File: src/rtl/const_fetch_sequencer_pkg.sv
// Shared types for the constant-register fetch sequencer: FSM states and
// immediate-length encodings.
package const_fetch_sequencer_pkg;

    localparam int unsigned STATE_W = 2;
    localparam int unsigned LEN_W   = 2;

    typedef enum logic [STATE_W-1:0] {
        ST_IDLE     = 2'd0,
        ST_FETCH_LO = 2'd1,
        ST_FETCH_HI = 2'd2,
        ST_HOLD     = 2'd3
    } state_e;

    typedef enum logic [LEN_W-1:0] {
        LEN_NONE = 2'd0,
        LEN_BYTE = 2'd1,
        LEN_WORD = 2'd2,
        LEN_RSVD = 2'd3
    } len_e;

    // Reserved length is fetched as a full word.
    function automatic len_e norm_len(input len_e len);
        return (len == LEN_RSVD) ? LEN_WORD : len;
    endfunction

endpackage

File: src/rtl/const_fetch_sequencer_if.sv
// Decode/execute-facing handshake and strobe bundle of the constant fetch
// sequencer. master = pipeline side, slave = sequencer.
interface const_fetch_sequencer_if;
    import const_fetch_sequencer_pkg::*;

    logic instr_valid;
    len_e const_len;
    logic mem_ready;
    logic flush;
    logic drive_lo_req;
    logic drive_hi_req;
    logic consume;
    logic load_lo_n;
    logic load_hi_n;
    logic a_main_lo_n;
    logic a_main_hi_n;
    logic pc_inc;
    logic fetch_busy;
    logic const_valid;
    logic err;

    modport master (
        output instr_valid, const_len, mem_ready, flush, drive_lo_req, drive_hi_req, consume,
        input  load_lo_n, load_hi_n, a_main_lo_n, a_main_hi_n, pc_inc, fetch_busy, const_valid, err
    );

    modport slave (
        input  instr_valid, const_len, mem_ready, flush, drive_lo_req, drive_hi_req, consume,
        output load_lo_n, load_hi_n, a_main_lo_n, a_main_hi_n, pc_inc, fetch_busy, const_valid, err
    );

endinterface

File: src/rtl/const_fetch_sequencer_arbiter.sv
// MainBus drive arbiter for the low/high constant registers: low wins,
// drive enables are one-cycle, one-hot and only granted for loaded bytes.
module const_fetch_sequencer_arbiter (
    input  logic clk,
    input  logic rst_n,
    input  logic i_flush,
    input  logic i_drive_lo_req,
    input  logic i_drive_hi_req,
    input  logic i_lo_loaded,
    input  logic i_hi_loaded,
    output logic o_a_main_lo_n,
    output logic o_a_main_hi_n,
    output logic o_err_c
);

    logic w_grant_lo;
    logic w_grant_hi;
    logic r_a_main_lo_n;
    logic r_a_main_hi_n;

    assign w_grant_lo = i_drive_lo_req && i_lo_loaded && !i_flush;
    assign w_grant_hi = i_drive_hi_req && !i_drive_lo_req && i_hi_loaded && !i_flush;

    // Conflict or request for a byte that is not held; the caller masks on flush.
    assign o_err_c = (i_drive_lo_req && i_drive_hi_req)
                   || (i_drive_lo_req && !i_lo_loaded)
                   || (i_drive_hi_req && !i_hi_loaded);

    always_ff @(posedge clk or negedge rst_n) begin
        if (!rst_n) begin
            r_a_main_lo_n <= 1'b1;
            r_a_main_hi_n <= 1'b1;
        end else begin
            r_a_main_lo_n <= !w_grant_lo;
            r_a_main_hi_n <= !w_grant_hi;
        end
    end

    assign o_a_main_lo_n = r_a_main_lo_n;
    assign o_a_main_hi_n = r_a_main_hi_n;

endmodule

File: src/rtl/const_fetch_sequencer.sv
// Fetches 0-2 immediate bytes behind an opcode into the low/high constant
// registers, steps the PC per byte and hands bus arbitration to the arbiter.
module const_fetch_sequencer
    import const_fetch_sequencer_pkg::*;
(
    input  logic                     clk,
    input  logic                     rst_n,
    const_fetch_sequencer_if.slave   bus
);

    state_e r_state;
    len_e   r_len;
    logic   r_load_lo_n;
    logic   r_load_hi_n;
    logic   r_pc_inc;
    logic   r_fetch_busy;
    logic   r_const_valid;
    logic   r_err;

    logic   w_fetching;
    logic   w_accept;
    logic   w_start;
    logic   w_len_err;
    logic   w_busy_err;
    logic   w_lo_loaded;
    logic   w_hi_loaded;
    logic   w_arb_err_c;
    logic   w_a_main_lo_n;
    logic   w_a_main_hi_n;

    assign w_fetching  = (r_state == ST_FETCH_LO) || (r_state == ST_FETCH_HI);
    assign w_accept    = bus.instr_valid && ((r_state == ST_IDLE) || ((r_state == ST_HOLD) && bus.consume));
    assign w_start     = w_accept && (bus.const_len != LEN_NONE);
    assign w_len_err   = w_accept && (bus.const_len == LEN_RSVD);
    assign w_busy_err  = bus.instr_valid && w_fetching;
    assign w_lo_loaded = (r_state == ST_HOLD);
    assign w_hi_loaded = (r_state == ST_HOLD) && (r_len == LEN_WORD);

    const_fetch_sequencer_arbiter u_arbiter (
        .clk            (clk),
        .rst_n          (rst_n),
        .i_flush        (bus.flush),
        .i_drive_lo_req (bus.drive_lo_req),
        .i_drive_hi_req (bus.drive_hi_req),
        .i_lo_loaded    (w_lo_loaded),
        .i_hi_loaded    (w_hi_loaded),
        .o_a_main_lo_n  (w_a_main_lo_n),
        .o_a_main_hi_n  (w_a_main_hi_n),
        .o_err_c        (w_arb_err_c)
    );

    // Strobes default inactive every cycle so each is exactly one cycle wide.
    always_ff @(posedge clk or negedge rst_n) begin
        if (!rst_n) begin
            r_state       <= ST_IDLE;
            r_len         <= LEN_NONE;
            r_load_lo_n   <= 1'b1;
            r_load_hi_n   <= 1'b1;
            r_pc_inc      <= 1'b0;
            r_fetch_busy  <= 1'b0;
            r_const_valid <= 1'b0;
            r_err         <= 1'b0;
        end else begin
            r_load_lo_n <= 1'b1;
            r_load_hi_n <= 1'b1;
            r_pc_inc    <= 1'b0;
            if (bus.flush) begin
                r_state       <= ST_IDLE;
                r_len         <= LEN_NONE;
                r_fetch_busy  <= 1'b0;
                r_const_valid <= 1'b0;
            end else begin
                r_err <= r_err | w_len_err | w_busy_err | w_arb_err_c;
                case (r_state)
                    ST_IDLE: begin
                        if (w_start) begin
                            r_state      <= ST_FETCH_LO;
                            r_len        <= norm_len(bus.const_len);
                            r_fetch_busy <= 1'b1;
                        end
                    end
                    ST_FETCH_LO: begin
                        if (bus.mem_ready) begin
                            r_load_lo_n <= 1'b0;
                            r_pc_inc    <= 1'b1;
                            if (r_len == LEN_WORD) begin
                                r_state <= ST_FETCH_HI;
                            end else begin
                                r_state      <= ST_HOLD;
                                r_fetch_busy <= 1'b0;
                            end
                        end
                    end
                    ST_FETCH_HI: begin
                        if (bus.mem_ready) begin
                            r_load_hi_n  <= 1'b0;
                            r_pc_inc     <= 1'b1;
                            r_state      <= ST_HOLD;
                            r_fetch_busy <= 1'b0;
                        end
                    end
                    ST_HOLD: begin
                        if (bus.consume) begin
                            r_const_valid <= 1'b0;
                            if (w_start) begin
                                r_state      <= ST_FETCH_LO;
                                r_len        <= norm_len(bus.const_len);
                                r_fetch_busy <= 1'b1;
                            end else begin
                                r_state <= ST_IDLE;
                                r_len   <= LEN_NONE;
                            end
                        end else begin
                            r_const_valid <= 1'b1;
                        end
                    end
                    default: r_state <= ST_IDLE;
                endcase
            end
        end
    end

    assign bus.load_lo_n   = r_load_lo_n;
    assign bus.load_hi_n   = r_load_hi_n;
    assign bus.a_main_lo_n = w_a_main_lo_n;
    assign bus.a_main_hi_n = w_a_main_hi_n;
    assign bus.pc_inc      = r_pc_inc;
    assign bus.fetch_busy  = r_fetch_busy;
    assign bus.const_valid = r_const_valid;
    assign bus.err         = r_err;

endmodule

File: src/flat_wrapper.sv
// flat-port wrapper written by rule: the top's interface ports become plain ports
module const_fetch_sequencer_flat import const_fetch_sequencer_pkg::*;
  (clk, rst_n, bus_instr_valid, bus_const_len, bus_mem_ready, bus_flush, bus_drive_lo_req, bus_drive_hi_req, bus_consume, bus_load_lo_n, bus_load_hi_n, bus_a_main_lo_n, bus_a_main_hi_n, bus_pc_inc, bus_fetch_busy, bus_const_valid, bus_err);
  const_fetch_sequencer_if bus_i ();
  input  logic clk;
  input  logic rst_n;
  input wire logic [$bits(bus_i.instr_valid)-1:0] bus_instr_valid;
  input wire logic [$bits(bus_i.const_len)-1:0] bus_const_len;
  input wire logic [$bits(bus_i.mem_ready)-1:0] bus_mem_ready;
  input wire logic [$bits(bus_i.flush)-1:0] bus_flush;
  input wire logic [$bits(bus_i.drive_lo_req)-1:0] bus_drive_lo_req;
  input wire logic [$bits(bus_i.drive_hi_req)-1:0] bus_drive_hi_req;
  input wire logic [$bits(bus_i.consume)-1:0] bus_consume;
  output wire logic [$bits(bus_i.load_lo_n)-1:0] bus_load_lo_n;
  output wire logic [$bits(bus_i.load_hi_n)-1:0] bus_load_hi_n;
  output wire logic [$bits(bus_i.a_main_lo_n)-1:0] bus_a_main_lo_n;
  output wire logic [$bits(bus_i.a_main_hi_n)-1:0] bus_a_main_hi_n;
  output wire logic [$bits(bus_i.pc_inc)-1:0] bus_pc_inc;
  output wire logic [$bits(bus_i.fetch_busy)-1:0] bus_fetch_busy;
  output wire logic [$bits(bus_i.const_valid)-1:0] bus_const_valid;
  output wire logic [$bits(bus_i.err)-1:0] bus_err;
  assign bus_i.instr_valid = bus_instr_valid;
  assign bus_i.const_len = bus_const_len;
  assign bus_i.mem_ready = bus_mem_ready;
  assign bus_i.flush = bus_flush;
  assign bus_i.drive_lo_req = bus_drive_lo_req;
  assign bus_i.drive_hi_req = bus_drive_hi_req;
  assign bus_i.consume = bus_consume;
  assign bus_load_lo_n = bus_i.load_lo_n;
  assign bus_load_hi_n = bus_i.load_hi_n;
  assign bus_a_main_lo_n = bus_i.a_main_lo_n;
  assign bus_a_main_hi_n = bus_i.a_main_hi_n;
  assign bus_pc_inc = bus_i.pc_inc;
  assign bus_fetch_busy = bus_i.fetch_busy;
  assign bus_const_valid = bus_i.const_valid;
  assign bus_err = bus_i.err;
  const_fetch_sequencer u_core (.clk(clk), .rst_n(rst_n), .bus(bus_i));
endmodule
File: config.mk
export PLATFORM = sky130hd
export DESIGN_NAME = const_fetch_sequencer_flat
export DESIGN_NICKNAME = d
export VERILOG_FILES = /design/src/rtl/const_fetch_sequencer_pkg.sv /design/src/rtl/const_fetch_sequencer_if.sv /design/src/rtl/const_fetch_sequencer_arbiter.sv /design/src/rtl/const_fetch_sequencer.sv /design/src/flat_wrapper.sv
export SDC_FILE = /design/constraint.sdc
export NUM_CORES = 1
export LEC_CHECK = 0
export CORE_UTILIZATION = 46
export CTS_CLUSTER_DIAMETER = 100
export CTS_CLUSTER_SIZE = 16
export DETAILED_ROUTE_END_ITERATION = 10
export PLACE_DENSITY = 0.8
export SYNTH_ARGS = -nofsm -noshare
export SYNTH_HDL_FRONTEND = slang
export SYNTH_HIERARCHICAL = 1
export SYNTH_SLANG_ARGS = --single-unit
export TNS_END_PERCENT = 1
File: constraint.sdc
create_clock -name clk -period 1.94 [get_ports clk]
set_input_delay 0.388 -clock clk [delete_from_list [all_inputs] [get_ports clk]]
set_output_delay 0.388 -clock clk [all_outputs]
set_load 0.01 [all_outputs]
[After elaboration in Yosys (flattened, before gate mapping)]
Index checks and enable logic that the tools add are counted.
Storage, ports and cells
  register bits: 12
  input port bits: 10
  output and inout port bits: 8
  logic and storage cells: 87
Operators by class
  equality and inequality tests: 10
  muxes and demuxes: 32
  bitwise operators: 3
  reduce and logical (&&, ||, !) cells: 32
Operators by type and width (number)
  $mux W2: 10
  $mux W1: 19
  $logic_and A1 B1 Y1: 14
  $ne A3 B3 Y1 const B: 4
  $eq A2 B2 Y1 const B: 4
  $pmux W2 S4: 1
  $reduce_and A4 Y1: 2
  $logic_not A1 Y1: 6
  $logic_or A1 B1 Y1: 4
  $pmux W1 S4: 1
  $pmux W2 S2: 1
  $reduce_bool A2 Y1: 2
  $ne A3 B2 Y1 const B: 1
  $or A1 B1 Y1: 3
  $reduce_and A3 Y1: 1
  $reduce_bool A3 Y1: 1
  $eq A2 B1 Y1 const B: 1
  $logic_not A2 Y1: 1
  $reduce_or A2 Y1: 1

[Longest topological paths before layout]
Gate-level depths: netlist of the first run.
  word-level depth: 9
  depth in mapped cells: 8
  depth with buffers taken out: 8

[Modules after synthesis]
The synthesis of the first run kept the hierarchy.
Modules (own cells, without submodules)
  const_fetch_sequencer: times used 1, cells an instance 58, area an instance 575.6 sq um, seq. area each 252.7 sq um
  const_fetch_sequencer_arbiter: times used 1, cells an instance 8, area an instance 96.3 sq um, seq. area each 52.6 sq um

[Worst setup path after synthesis of the first run]
OpenSTA, ideal clock, no wires.
  path kind: register -> register
  start point: register u_core.r_state[0]
  end point: register u_core.r_len[0]
  library setup time: 125 ps
  data arrival time: 1457 ps
  data required time: 1815 ps
  path slack: 358 ps
  cell stages (with the launch flop): 5
  buffers on the path: 0
  path through: dfrtp_1 ha_1 or2_1 a31oi_2 mux2_2
On the way
  longest elaborated chain between the ends: 9
Ends and longest elaborated chain
  start: declaration: line const_fetch_sequencer.sv:11  | state_e r_state;
  start signal: assignment: line const_fetch_sequencer.sv:55  | r_state <= ST_IDLE;
  start signal: assignment: line const_fetch_sequencer.sv:68  | r_state <= ST_IDLE;
  start signal: assignment: line const_fetch_sequencer.sv:77  | r_state <= ST_FETCH_LO;
  $eq A2 B2 Y1 (*)
  via u_core.w_lo_loaded: line const_fetch_sequencer.sv:25  | logic w_lo_loaded;
  $logic_and A1 B1 Y1: line const_fetch_sequencer.sv:32  | assign w_accept = bus.instr_valid && ((r_state == ST_IDLE) || ((r_state == ST_HOLD) && bus.consume));
  $logic_or A1 B1 Y1: line const_fetch_sequencer.sv:32
  $logic_and A1 B1 Y1: line const_fetch_sequencer.sv:32
  $logic_and A1 B1 Y1: line const_fetch_sequencer.sv:33  | assign w_start = w_accept && (bus.const_len != LEN_NONE);
  $mux W2: line const_fetch_sequencer.sv:105  | if (w_start) begin
  $mux W2: line const_fetch_sequencer.sv:103  | if (bus.consume) begin
  $pmux W2 S2: line const_fetch_sequencer.sv:74  | case (r_state)
  $mux W2: line const_fetch_sequencer.sv:67  | if (bus.flush) begin
  end signal: assignment: line const_fetch_sequencer.sv:78  | r_len <= norm_len(bus.const_len);
  end signal: assignment: line const_fetch_sequencer.sv:107  | r_len <= norm_len(bus.const_len);
  end: declaration: line const_fetch_sequencer.sv:12  | len_e r_len;
Mark *: on every way through the listed nets, which the timed path passes. The rest lies on a longest branch. The select of a mux whose other input is x is not followed.
A chain may end at the register's enable or synchronous reset.

[Worst setup path after layout of the first run]
  start point: register u_core.r_state[0]
  end point: register u_core.r_state[0]
On the way
  longest elaborated chain between the ends: 9
Ends and longest elaborated chain (line)
  $eq A2 B2 Y1 (*)
  via u_core.w_lo_loaded: const_fetch_sequencer.sv:25
  $logic_and A1 B1 Y1: const_fetch_sequencer.sv:32
  $logic_or A1 B1 Y1: const_fetch_sequencer.sv:32
  $logic_and A1 B1 Y1: const_fetch_sequencer.sv:32
  $logic_and A1 B1 Y1: const_fetch_sequencer.sv:33
  $mux W1: const_fetch_sequencer.sv:105
  $mux W2: const_fetch_sequencer.sv:103
  $pmux W2 S4: const_fetch_sequencer.sv:74
  $mux W2: const_fetch_sequencer.sv:67
Marked as above.

==> results of run 1 <==
-- cell usage in the layout, fill, tap and decap left out, drive strengths merged --
master / instances
clkdlybuf4s50: 17
dfrtp: 8
inv: 7
nand2: 6
a21oi: 6
ha: 4
dfstp: 4
clkbuf: 4
o21ai: 4
nand2b: 3
nand3b: 3
mux2i: 2
nor2b: 2
a31oi: 2
o22ai: 2
mux2: 2
nor2: 1
and2: 1
o21bai: 1
or2: 1
or3: 1
o31ai: 1
nand3: 1
a21o: 1
a211oi: 1
and3b: 1
buf: 1
-- power groups by stage --
stage	Clock (mW)	Sequential [mW]	Combinational [mW]
4_1_cts	0.198	0.334	0.387
5_1_grt	0.211	0.340	0.438
3_5_place_dp	0	0.338	0.385
6_report	0.189	0.333	0.387
2_1_floorplan	0	0.339	0.249
3_3_place_gp	0	0.332	0.375
-- stage by stage --
| stage | hold slack, ns | instance area (sq um) |
|---|---|---|
| 2_1_floorplan | 0.09241 | 671.9 |
| 3_3_place_gp | 0.4517 | 860.8 |
| 3_5_place_dp | 0.4466 | 860.8 |
| 4_1_cts | 0.4680 | 897.1 |
| 5_1_grt | 0.4997 | 897.1 |
| 6_report | 0.4647 | 897.1 |
-- worst max path at each step --
stage	slack, ns	depth (start not counted)	from	to
after floorplan	0.36	4	u_core/r_state[0]$_DFFE_PN0P_	u_core/r_len[0]$_DFFE_PN0P_
after global placement	0.09	4	bus_flush	u_core/r_state[0]$_DFFE_PN0P_
after detailed placement	0.04	4	bus_flush	u_core/r_state[0]$_DFFE_PN0P_
after CTS	0.22	1	u_core/bus.load_lo_n$_DFF_PN1_	bus_load_lo_n
after global routing	0.1	8	u_core/r_state[0]$_DFFE_PN0P_	u_core/bus.err$_DFFE_PN0N_
final	0.22	5	u_core/r_state[0]$_DFFE_PN0P_	u_core/r_state[0]$_DFFE_PN0P_
-- kinds of logic after synthesis --
| kind of cell | Yosys count |
|---|---|
| AOI/OAI and AO/OA | 18 |
| adders and majority gates | 4 |
| buffers and inverters | 8 |
| and+or+nand+nor | 20 |
| muxes | 4 |
| DFF | 12 |
-- layer usage --
layer	share of wire	global-route usage
met5	0	0
met4	0	0.02500
met3	0.076	0.1000
met2	0.47	0.3427
met1	0.45	0.2355
-- cell type report --
class,instances,area share
multi-input cells,46,0.3710
well taps,15,0.02092
repair buffers,18,0.1980
flip-flops and latches,12,0.3403
inverters,7,0.02929
clock buffers,4,0.04045
-- flip-flops by register name, indices dropped and copies added, names as in the netlist --
name / count
u_core/bus.load_hi_n: 1
u_core/bus.fetch_busy: 1
u_core/r_state: 2
u_core/u_arbiter/o_a_main_lo_n: 1
u_core/bus.load_lo_n: 1
u_core/bus.const_valid: 1
u_core/bus.err: 1
u_core/u_arbiter/o_a_main_hi_n: 1
u_core/bus.pc_inc: 1
u_core/r_len: 2
-- worst max-delay path: stages, from the launching register on --
cell and delay (ns):
dfrtp_1 0.42, ha_1 0.31, nand2b_1 0.19, a21oi_2 0.10
a31oi_1 0.23, mux2_1 0.36
==> impl_results.md, run 1 <==
- Worst-skew pair later-pin latency: between 0.2 and 0.3 ns
- Crit end category: flip-flop
- # port buffers: 17
- Dpl ws: approximately 0.037 ns
- Residual DRC: 0
- Area contributors post-synth: dfrtp_1, dfstp_2, ha_1
- Die ar.: 0.001618 sq mm
- # diodes: 0
- First-pass GRT wire length: 2104 microns
- # hold bufs at CTS: 0
- Layout Cells excl Fill: between 100 and 150
- Iter 0 DRT Violations: 5
- PD cells: 1014 mW/mm^2
- All-layer global routing usage: 0.2023
- Worst Skew: around 0.0014 ns
- Final WS setup: about 0.22 ns
- VDD IR max: around 0.66 mV
- Worst-Margin Slew: roughly 0.54 ns
- GRT overflow: 0
- Clock power frac: 0.208
- Synthesis-to-finish area growth: 33.52%
- Placer congestion estimate: about 0.84
- Final Hold Fails: 0
- Num ports: 18
- Synth warn: 6
- Post-DP HPWL: 1020 microns
- Syn nets: 80
- Post-synth EDFFs: 0
- Mean routed wirelength per cell: between 10 and 15 microns
- Chip Width: 40.22 microns
- Hold Crit Endpoint: u_core/bus.err$_DFFE_PN0N_
- Post-CTS Setup Bufs: 0
- Pins Over Slew Limit: 0
- RSZ-0062 raised after global routing: no
- Placed Cells: 98
- Internal: between 600 and 700 uW
- Syn Std Cell Area: about 670 sq um
- # rows: 13
- Routed WL: around 1300 microns
- Worst EP required: ~2.1 ns
- TritonCTS clock tree: done
- Count of final setup violators: 0
- Multi-input combinational cell area: 332.8 sq um
- Complex-gate fraction of the synthesized area: 0.1862
- Post-Synth Adder-Cell Area: 0.07449
- Synth top area share: 0.2980
- Largest family of logic cells by synthesized area: compound AO/OA/AOI/OAI gates
- Critical path arrival: 1.87 ns
- Combinational Power Share: 0.426
- Hold depth: 1
- Root buf cell: clkbuf_4
- Synthesized area per cell: between 10 and 15 sq um
- Reg2reg path depth: 5
- Reg power frac: 0.366
- CTS Buf Count: 3
- Pin count of the biggest net entering global routing: 13
- Most frequent cell after synthesis: dfrtp_1
- Yosys top cell by area: dfrtp_1
- Final #Nets: a little over 100
- Worst-path clk slew: 0.07 ns
- Status: complete, no violations
- Die Ht: slightly above 40 microns
- XOR/XNOR Fraction of Synth Area: 0
- Starting Density: 0.5038
- P_sw: ~300 uW
- FF+latch count, synth: 12
- DRT Pass-1 Iters: 4
- Core footprint: ~0.0013 sq mm
- Reg-to-reg slack, setup: between 0.2 and 0.25 ns
- Worst r2r src: u_core/r_state[0]$_DFFE_PN0P_
- Min-delay worst type: reg2reg
- H-Tree Depth: 1
- Async S/R FF share, synth: 1.000
- RR Endpoint: u_core/r_state[0]$_DFFE_PN0P_
- FF+latch area: approximately 310 sq um
- Sink Count: 12
- Post-synthesis mux area share: 0.06331
- CP Class: reg2reg
- DR vias/cell: 5.196
- Post-CTS sizing: 0
- Initial antenna violation count: 0
- Vias in the first global route: slightly above 500
- Final setup TNS: 0 ns
- Worst-path fanout max: 7
- CP startpoint kind: flip-flop
- Max Freq: slightly below 0.6 GHz
- Post-Synth Simple-Gate Area: 0.1713
- Ys flop type: dfrtp_1
- Most frequent cells after synthesis: dfrtp_1, inv_1, nand2_1
- Synth unique cells: 32
- Max-slew headroom: 0.6407
- Hold_sp: u_core/bus.err$_DFFE_PN0N_
- ANT nets after route: 0
- Fraction of layout cells with a size suffix above 1: 0.1724
- Routed vias: 530
- LEAKAGE: slightly below 0.4 nW
- Total Power: 909.5 uW
- Switching part of the total: 0.3366
- Fillers: 112
- Clock Path Buffers: 2
- Final worst path period share: 0.8891
- Utilization after layout: 0.6726
- Register area share after synthesis: 0.4544
- Max-cap violations: 0
- Synth Instances: 66
- Minimum clock period: between 1.5 and 2 ns
Note: power is estimated with default switching activity, not from simulation.
==> inputs of run 2 (changes only) <==
--- a/config.mk
+++ b/config.mk
@@ -5,11 +5,11 @@
 export SDC_FILE = /design/constraint.sdc
 export NUM_CORES = 1
 export LEC_CHECK = 0
-export CORE_UTILIZATION = 46
+export CORE_UTILIZATION = 30
 export CTS_CLUSTER_DIAMETER = 100
 export CTS_CLUSTER_SIZE = 16
 export DETAILED_ROUTE_END_ITERATION = 10
-export PLACE_DENSITY = 0.8
+export HOLD_SLACK_MARGIN = 0.05
 export SYNTH_ARGS = -nofsm -noshare
 export SYNTH_HDL_FRONTEND = slang
 export SYNTH_HIERARCHICAL = 1
==> run 2 against run 1 <==
Clock skew is essentially flat. First-iteration DRC count grew 100%. Hold slack lost 0.0045 ns. Global-route usage shrank 7.3 points. Register-to-register slack is essentially flat. Die area grew 50%. Final cell count grew 14%. Critical endpoint is now u_core/bus.err$_DFFE_PN0N_. Largest power group unchanged.
==> impl_results.md, run 2 (same netlist as run 1, synthesis figures left out) <==
- Status: complete, no violations
- CP startpoint kind: flip-flop
- Root buf cell: clkbuf_4
- LEAKAGE: 0.3985 nW (+2.5%)
- Max-cap violations: 0 (unchanged)
- Mean routed wirelength per cell: 11.65 microns (-7.3%)
- Final Hold Fails: 0 (unchanged)
- Final #Nets: 104 (+2.0%)
- DP Area: 890.9 sq um (+3.5%)
- Slowest CP cell: dfrtp_1
- Routed WL: 1351 microns (+5.5%)
- VDD IR max: 0.4111 mV (-38%)
- PD cells: 988.9 mW/mm^2 (-2.5%)
- Worst EP required: 2.10 ns (about the same)
- H-Tree Depth: 1 (unchanged)
- Switching part of the total: 0.3403 (+0.003661)
- Minimum clock period: 1.716 ns (-0.008983 ns)
- Reg power frac: 0.360 (-0.006)
- GRT overflow: 0 (unchanged)
- RSZ-0062 raised after global routing: no
- Post-CTS Setup Bufs: 0 (unchanged)
- TritonCTS clock tree: done
- ANT nets after route: 0 (unchanged)
- Clock power frac: 0.216 (+0.008)
- Post-DP HPWL: 1093 microns (+7.2%)
- Pins Over Slew Limit: 0 (unchanged)
- # rows: 16 (+3)
- # port buffers: 17 (unchanged)
- Dpl ws: 0.03615 ns (-0.001027 ns)
- Pin count of the biggest net entering global routing: 13 (unchanged)
- Fin area: 927.1 sq um (+3.3%)
- CP Class: reg2reg
- Crit end category: flip-flop
- Placer congestion estimate: 0.8232 (-1.7%)
- Slowest stage delay, CP: 0.39 ns (-0.03 ns)
- Count of final setup violators: 0 (unchanged)
- Post-CTS sizing: 0 (unchanged)
- Chip Width: 49.33 microns (+23%)
- Internal: 604.8 uW (+0.25%)
- First-pass GRT wire length: 2359 microns (+12%)
- Final WS setup: 0.2242 ns (+0.008983 ns)
- Min-delay worst type: in2async
- Total Power: 916.8 uW (+0.81%)
- Clock Path Buffers: 2 (unchanged)
- Commonest non-fill, non-tap cell in the layout: clkdlybuf4s50_1
- DRT Pass-1 Iters: 4 (unchanged)
- Worst Skew: 0.001293 ns (-0.0001263 ns)
- Synthesis-to-finish area growth: 37.99%
- Fraction of layout cells with a size suffix above 1: 0.1910 (+0.01860)
- Vias in the first global route: 545 (+6.4%)
- Worst-path clk slew: 0.08 ns (about the same)
- Top flop regs: u_core/r_len (2), u_core/r_state (2)
- Num ports: 18 (unchanged)
- Combinational Power Share: 0.424 (-0.002)
- Die Ht: 49.33 microns (+23%)
- Crit path buffers/inverters: 1 (+1)
- Iter 0 DRT Violations: 10 (+5)
- Starting Density: 0.3290 (-0.1747)
- Die ar.: 0.002433 sq mm (+50%)
- Final setup TNS: 0 ns (unchanged)
- Routed vias: 569 (+7.4%)
- Commonest cells after routing, fill and taps aside: clkdlybuf4s50_1, dfrtp_1, inv_1
- Residual DRC: 0 (unchanged)
- Initial antenna violation count: 0 (unchanged)
- Worst-Margin Slew: 0.5245 ns (-0.01278 ns)
- CTS Buf Count: 3 (unchanged)
- Max Freq: 0.5828 GHz (+0.52%)
- Worst-path fanout max: 7 (unchanged)
- Critical path arrival: 1.88 ns (about the same)
- All-layer global routing usage: 0.1291 (-0.07322)
- DR vias/cell: 4.905 (-5.6%)
- P_sw: 312.0 uW (+1.9%)
- Sink Count: 12 (unchanged)
- Max-slew headroom: 0.6492 (+0.008546)
- Critical path cell sequence: ha_1, inv_1, nor2_1, nor2b_2, o22ai_2, a21oi_1, o21ai_0, a21o_1
- # diodes: 0 (unchanged)
- Core footprint: 0.002042 sq mm (+53%)
- Final worst path period share: 0.8844 (-0.004630)
- Worst-skew pair later-pin latency: 0.27 ns (about the same)
- # hold bufs at CTS: 0 (unchanged)
- Utilization after layout: 0.4540 (-0.2186)
- Top delay family on crit path: compound AO/OA/AOI/OAI gates
[run 2: cell types whose count changed in the layout (fill, tap and decap cells not counted)]
| cell | change |
|---|---|
| buf_4 | +2 |
[run 2: path summary, 6_finish.rpt]
kind / slack (ns) / depth (start not counted) / end / startpoint
min in group clk: 0.47 / 1 / u_core/bus.err$_DFFE_PN0N_ / u_core/bus.err$_DFFE_PN0N_
max in group asynchronous: 1.12 / 1 / u_core/bus.load_hi_n$_DFF_PN1_ / rst_n
min: 0.46 / 1 / u_core/r_len[0]$_DFFE_PN0P_ / rst_n
max reg2reg: 0.22 / 8 / u_core/bus.err$_DFFE_PN0N_ / u_core/r_state[0]$_DFFE_PN0P_
min reg2reg: 0.47 / 1 / u_core/bus.err$_DFFE_PN0N_ / u_core/bus.err$_DFFE_PN0N_
max: 0.22 / 8 / u_core/bus.err$_DFFE_PN0N_ / u_core/r_state[0]$_DFFE_PN0P_
[run 2: metrics by stage]
step	hold slack [ns]	std cells
after CTS	0.4763	116
after floorplan	0.09241	66
final	0.4602	116
after global placement	0.4480	112
after detailed placement	0.4538	112
after global routing	0.5034	116
[run 2: power by group through the flow]
stage	combinational, mW	sequential, mW	clock, mW
CTS	0.390	0.331	0.203
detailed placement	0.389	0.336	0
global route	0.440	0.337	0.217
global placement	0.385	0.333	0
finish	0.389	0.330	0.198
floorplan	0.249	0.339	0
[run 2: layout make-up]
class                   instances  area (sq um)
clock buffers                   4         36.28
fillers                       204          1115
inverters                       7         26.28
multi-input cells              46         332.8
flip-flops and latches         12         305.3
well taps                      27         33.78
repair buffers                 20         192.7
[run 2: layer usage]
metal / global-route usage / vias up / wire (microns)
li1: - / 278 / -
met1: 0.1612 / 268 / 659
met2: 0.2100 / 19 / 614
met3: 0.01869 / 4 / 50
met4: 0.07353 / 0 / 27
met5: 0 / - / 0
